--- config.mk ---
export PLATFORM = sky130hd
export DESIGN_NAME = iter_alu_p
export DESIGN_NICKNAME = d
export VERILOG_FILES = /design/src/rtl/iter_alu_p.sv
export SDC_FILE = /design/constraint.sdc
export NUM_CORES = 1
export LEC_CHECK = 0
export BUFFER_PORTS_ARGS = -buffer_cell sky130_fd_sc_hd__buf_2
export CAP_MARGIN = 20
export CORE_MARGIN = 2
export CORE_UTILIZATION = 41
export CTS_CLUSTER_SIZE = 24
export DETAILED_ROUTE_END_ITERATION = 7
export PLACE_DENSITY_LB_ADDON = 0.08
export SYNTH_ARGS = -nofsm -noshare
export SYNTH_HDL_FRONTEND = slang
export SYNTH_SLANG_ARGS = --single-unit
--- constraint.sdc ---
create_clock -name clk -period 4.72 [get_ports clk]
set_clock_uncertainty 0.1 [all_clocks]
set_input_delay 0.944 -clock clk [delete_from_list [all_inputs] [get_ports clk]]
set_output_delay 0.944 -clock clk [all_outputs]
set_load 0.02 [all_outputs]
--- src/rtl/iter_alu_p.sv ---
// ============================================================================
// iter_alu_p : multi-cycle WIDTH-bit mul/div/shift/avg coprocessor
// Rev 1.0
// ============================================================================
`default_nettype none

module iter_alu_p #(
   parameter int WIDTH = 32,
   parameter int CNT_W = $clog2(WIDTH)
) (
   input  logic                 clk,
   input  logic                 rst_n,
   input  logic                 valid,
   input  logic [2:0]           mode,
   input  logic [WIDTH-1:0]     in_A,
   input  logic [WIDTH-1:0]     in_B,
   output logic                 busy,
   output logic                 ready,
   output logic [2*WIDTH-1:0]   out,
   output logic                 dz,
   output logic                 err
);

   typedef enum logic [2:0] {
      S_IDLE  = 3'd0,
      S_MUL   = 3'd1,
      S_DIV   = 3'd2,
      S_SHIFT = 3'd3,
      S_AVG   = 3'd4,
      S_BAD   = 3'd5,
      S_OUT   = 3'd6
   } state_t;

   localparam logic [CNT_W-1:0] c_last = CNT_W'(WIDTH - 1);
   localparam logic [CNT_W-1:0] c_one  = CNT_W'(1);

   state_t               r_state;
   state_t               w_state_nxt;
   logic [CNT_W-1:0]     r_cnt;
   logic [WIDTH-1:0]     r_a;
   logic [WIDTH-1:0]     r_b;
   logic [2*WIDTH-1:0]   r_p;
   logic                 r_neg;
   logic                 r_dz;
   logic                 r_err;

   logic                 w_signed;
   logic [WIDTH-1:0]     w_a_mag;
   logic [WIDTH-1:0]     w_b_mag;
   logic [WIDTH:0]       w_mul_sum;
   logic [WIDTH:0]       w_div_trial;
   logic [WIDTH-1:0]     w_div_rem;
   logic [WIDTH:0]       w_avg_sum;

   assign w_signed  = (mode == 3'd4);
   assign w_a_mag   = in_A[WIDTH-1] ? -in_A : in_A;
   assign w_b_mag   = in_B[WIDTH-1] ? -in_B : in_B;

   // r_p holds {partial product, remaining multiplier} during MUL
   // and {remainder, dividend/quotient} during DIV.
   assign w_mul_sum   = {1'b0, r_p[2*WIDTH-1:WIDTH]} + (r_p[0] ? {1'b0, r_a} : '0);
   assign w_div_trial = {r_p[2*WIDTH-1:WIDTH], r_p[WIDTH-1]} - {1'b0, r_b};
   assign w_div_rem   = w_div_trial[WIDTH] ? {r_p[2*WIDTH-2:WIDTH], r_p[WIDTH-1]}
                                           : w_div_trial[WIDTH-1:0];
   assign w_avg_sum   = {1'b0, r_a} + {1'b0, r_b};

   always_ff @(posedge clk or negedge rst_n) begin
      if (!rst_n) r_state <= S_IDLE;
      else        r_state <= w_state_nxt;
   end

   always_comb begin
      w_state_nxt = r_state;
      busy        = 1'b0;
      ready       = 1'b0;
      out         = '0;
      dz          = 1'b0;
      err         = 1'b0;
      case (r_state)
         S_IDLE: begin
            if (valid) begin
               case (mode)
                  3'd0, 3'd4: w_state_nxt = S_MUL;
                  3'd1:       w_state_nxt = S_DIV;
                  3'd2:       w_state_nxt = S_SHIFT;
                  3'd3:       w_state_nxt = S_AVG;
                  default:    w_state_nxt = S_BAD;
               endcase
            end
         end
         S_MUL, S_DIV: if (r_cnt == c_last) w_state_nxt = S_OUT;
         S_SHIFT, S_AVG, S_BAD: w_state_nxt = S_OUT;
         S_OUT:   w_state_nxt = S_IDLE;
         default: w_state_nxt = S_IDLE;
      endcase
      busy = (r_state != S_IDLE);
      if (r_state == S_OUT) begin
         ready = 1'b1;
         out   = r_neg ? -r_p : r_p;
         dz    = r_dz;
         err   = r_err;
      end
   end

   always_ff @(posedge clk or negedge rst_n) begin
      if (!rst_n) begin
         r_cnt <= '0;
         r_a   <= '0;
         r_b   <= '0;
         r_p   <= '0;
         r_neg <= 1'b0;
         r_dz  <= 1'b0;
         r_err <= 1'b0;
      end else begin
         case (r_state)
            S_IDLE: begin
               if (valid) begin
                  r_cnt <= '0;
                  r_a   <= w_signed ? w_a_mag : in_A;
                  r_b   <= in_B;
                  r_neg <= w_signed & (in_A[WIDTH-1] ^ in_B[WIDTH-1]);
                  r_dz  <= (mode == 3'd1) && (in_B == '0);
                  r_err <= 1'b0;
                  case (mode)
                     3'd0:    r_p <= {{WIDTH{1'b0}}, in_B};
                     3'd4:    r_p <= {{WIDTH{1'b0}}, w_b_mag};
                     3'd1:    r_p <= {{WIDTH{1'b0}}, in_A};
                     default: r_p <= '0;
                  endcase
               end
            end
            S_MUL: begin
               r_p   <= {w_mul_sum, r_p[WIDTH-1:1]};
               r_cnt <= (r_cnt == c_last) ? '0 : r_cnt + c_one;
            end
            S_DIV: begin
               r_p   <= {w_div_rem, r_p[WIDTH-2:0], ~w_div_trial[WIDTH]};
               r_cnt <= (r_cnt == c_last) ? '0 : r_cnt + c_one;
            end
            S_SHIFT: r_p <= {{WIDTH{1'b0}}, r_a >> r_b[CNT_W-1:0]};
            S_AVG:   r_p <= {{(WIDTH-1){1'b0}}, w_avg_sum} >> 1;
            S_BAD: begin
               r_p   <= '0;
               r_err <= 1'b1;
            end
            default: ;
         endcase
      end
   end

endmodule

`default_nettype wire
==> impl_metrics.json <==
{
  "status": "complete, but fails checks",
  "violations": "setup timing",
  "crit_family": "simple AND/OR/NAND/NOR gates",
  "reg2regPathDepth": 15,
  "clk_latency_ns": 0.46,
  "synth_compound_area_frac": 0.2851,
  "cap_violations": 0,
  "synth_area_um2": 16430,
  "min_period_over_period": 1.032,
  "power_mw": 13.72,
  "drtIter0Drc": 1915,
  "track_usage": 0.3159,
  "first_pass_iters": 7,
  "critPathLaunchType": "flip-flop",
  "grt_pass1_vias": 16219,
  "p_clk_frac": 0.106,
  "hold_buffers": 0,
  "critPathBufInv": 1,
  "ys_ff_latch": 139,
  "cp_max_fo": 5,
  "wirelength_um": 66280,
  "timing.final.ws_setup_ns": -0.1499,
  "numPortBuffers": 137,
  "boundaryPins": 138,
  "clock-sinks": 139,
  "cp.depth": 10,
  "synth.most_common_cell": "nand2_1",
  "finalNetCount": 2445,
  "multi_input_area_um2": 12300,
  "power.leakage_nw": 8.141,
  "whs_ns": 0.3914,
  "seq_area_um2": 3481,
  "cp-endpoint": "out[61]",
  "dpl_worst_slack_ns": 0.1225,
  "grt_pass1_wl_um": 100300,
  "setup-violations-final": 8,
  "hold_viol": 0,
  "dp_hpwl_um": 52070,
  "place_area_um2": 17830,
  "postRouteAntennaNets": 0,
  "async_reset_ff_frac": 1.000,
  "synth_common_cells": "215 x nand2_1, 208 x nor2_1, 204 x o21ai_0, 172 x a21oi_1, 139 x dfrtp_1",
  "critPathRequiredTime_ns": 3.68,
  "grt_max_degree": 79,
  "synth_xor_area_frac": 0.09006,
  "place_congestion": 1.021,
  "avgSynthCellArea_um2": 7.574,
  "max_freq_mhz": 205.3,
  "viasPerCell": 6.270,
  "overflow": 0,
  "syn_inst": 2170,
  "syn_nets": 2343,
  "hp-class": "flip-flop to flip-flop",
  "synth_area_leaders": "dfrtp_1 21%, ha_1 7.6%, o21ai_0 6.2%",
  "drive_gt1_frac": 0.1361,
  "worstReg2RegEnd": "r_p[32]$_DFFE_PN0P_",
  "path_clk_slew_ns": 0.07,
  "slew_headroom": 0.2153,
  "final_cell_area_um2": 18590,
  "synth_top_family_by_area": "compound AO/OA/AOI/OAI gates",
  "startpoint": "r_p[19]$_DFFE_PN0P_",
  "dieHeight_um": 204.2,
  "timing.final.crit_period_ns": 4.870,
  "drv_slew": 0,
  "vias": 17618,
  "yosysWarnings": 0,
  "worstSetupPathType": "flip-flop to primary output",
  "worst_path_largest_cell_delay_ns": 0.53,
  "dieArea_um2": 41700,
  "worst_path_most_repeated_cell": "or4_4",
  "cp.arrival_ns": 3.83,
  "synthMuxAreaShare": 0.07537,
  "num-fill-cells": 4122,
  "initial_core_util": 0.4146,
  "clockBufferDepth": 2,
  "synth_ff_type": "dfrtp_1",
  "die_x_um": 204.2,
  "yosysSeqAreaShare": 0.2116,
  "grt_antenna_before_repair": 1,
  "fin_tns_setup_ns": -0.8510,
  "swShare": 0.5515,
  "wl_per_cell_um": 23.59,
  "critPathCaptureType": "primary output",
  "synth_simple_gate_area_frac": 0.2094,
  "cts_tree": "built",
  "p_int_mw": 6.153,
  "drc": 0,
  "switching_power_mw": 7.567,
  "power_density_nw_per_um2": 737.9,
  "peakVddDrop_v": 0.0004342,
  "rsz0062_at_grt": "yes",
  "row_count": 73,
  "yosysUniqueCellTypes": 81,
  "htree_levels": 4,
  "reg2reg_setup_slack_ns": 0.45,
  "r2r_start": "r_p[31]$_DFFE_PN0P_",
  "synthAdderAreaFrac": 0.08040,
  "path_cells": "or4_4 -> or4_4 -> nor4_4 -> nand4_2 -> or4_4 -> or3_4 -> o31ai_4 -> xor2_1 -> nor2_1 -> buf_4",
  "area_delta_synth_final_pct": 13.13,
  "power_frac_seq": 0.186,
  "tightest_slew_ns": 1.177,
  "core_um2": 39640,
  "cts_buffers": 17,
  "synth_top_cell_by_area": "dfrtp_1",
  "yosysTopAreaCellShare": 0.2116,
  "clk_root_buffer_cell": "clkbuf_16",
  "synth-edff-count": 0,
  "slowest_stage": "or4_4",
  "diodes": 0,
  "power_frac_comb": 0.708
}
[through the flow]
stage / std cells / util
floorplan: 2170 / -
global placement: 2770 / 0.4499
detailed placement: 2770 / 0.4499
CTS: 2808 / 0.4670
global route: 2810 / 0.4690
finish: 2810 / 0.4690
[cell type report]
cell class              count  share of cell area
clock buffers              24             0.02645
clock inverters             8            0.005855
inverters                  77             0.01555
multi-input cells        1825              0.6617
flip-flops and latches    139              0.1872
well taps                 525             0.03533
repair buffers            212             0.06790
[flip-flops by register name, summed over array words and instances, names as in the netlist]
signal and count:
r_b 32, r_neg 1, r_dz 1, r_state 3, r_a 32, r_err 1
r_cnt 5, r_p 64
[metal layers]
metal	track usage	wire, µm	vias to the layer above
li1	-	-	8213
met1	0.4416	29700	8503
met2	0.4965	29370	789
met3	0.04688	4898	111
met4	0.1071	2304	2
met5	0	13	-
[placed cells by master, fill, tap and decap left out, types with 47 or more instances in the layout]
cell / netlist / layout
nand2_1: 215 / 214
nor2_1: 208 / 206
o21ai_0: 204 / 204
a21oi_1: 172 / 172
dfrtp_1: 139 / 137
buf_2: 4 / 133
ha_1: 100 / 100
xor2_1: 97 / 97
buf_4: 1 / 78
inv_1: 76 / 76
xnor2_1: 72 / 72
mux2i_1: 72 / 72
and2_1: 48 / 47
[worst register-to-register path, cell delays in order (launching register included)]
cell       delay, ns
dfrtp_1         0.39
buf_4           0.14
inv_1           0.08
ha_1            0.22
fa_1            0.42
nand2b_1        0.18
a21oi_1         0.19
o41a_1          0.24
a311oi_1        0.11
buf_4           0.16
a2111oi_0       0.53
or3_1           0.21
and2_2          0.46
buf_4           0.29
mux2_1          0.33
o21ai_1         0.13
[worst min-delay path by stage]
stage / from / endpoint / slack [ns] / depth (start not counted)
6_report: r_dz$_DFFE_PN0P_ / r_dz$_DFFE_PN0P_ / 0.39 / 2
5_1_grt: r_dz$_DFFE_PN0P_ / r_dz$_DFFE_PN0P_ / 0.42 / 2
4_1_cts: r_dz$_DFFE_PN0P_ / r_dz$_DFFE_PN0P_ / 0.39 / 2
3_5_place_dp: r_dz$_DFFE_PN0P_ / r_dz$_DFFE_PN0P_ / 0.37 / 2
3_3_place_gp: r_cnt[3]$_DFFE_PN0P_ / r_cnt[3]$_DFFE_PN0P_ / 0.36 / 1
2_1_floorplan: r_cnt[3]$_DFFE_PN0P_ / r_cnt[3]$_DFFE_PN0P_ / 0.34 / 1
[repair_timing]
action | in CTS | in global routing
gates resized for setup | 8 | 11
pin swaps | 5 | 3
endpoints found under the setup margin | 12 | 12
buffers inserted | 6 | 2
endpoints found under the hold margin | 0 | 0
[power groups by stage]
stage / clock (mW) / combinational [mW] / sequential [mW]
after floorplan: 0 / 6.80 / 2.12
after global placement: 0 / 9.33 / 2.53
after detailed placement: 0 / 9.40 / 2.54
after CTS: 1.46 / 9.49 / 2.53
after global routing: 1.51 / 10.5 / 2.61
final: 1.45 / 9.71 / 2.56
[logic make-up (layout without fill, tap and decap cells)]
logic type | after synthesis | count (layout)
xor+xnor | 169 | 169
flops | 139 | 139
fa+ha+maj | 104 | 104
simple gates | 714 | 714
mux | 103 | 103
buf+inv | 206 | 321
compound gates | 735 | 735
Note: power is estimated with default switching activity, not from simulation.
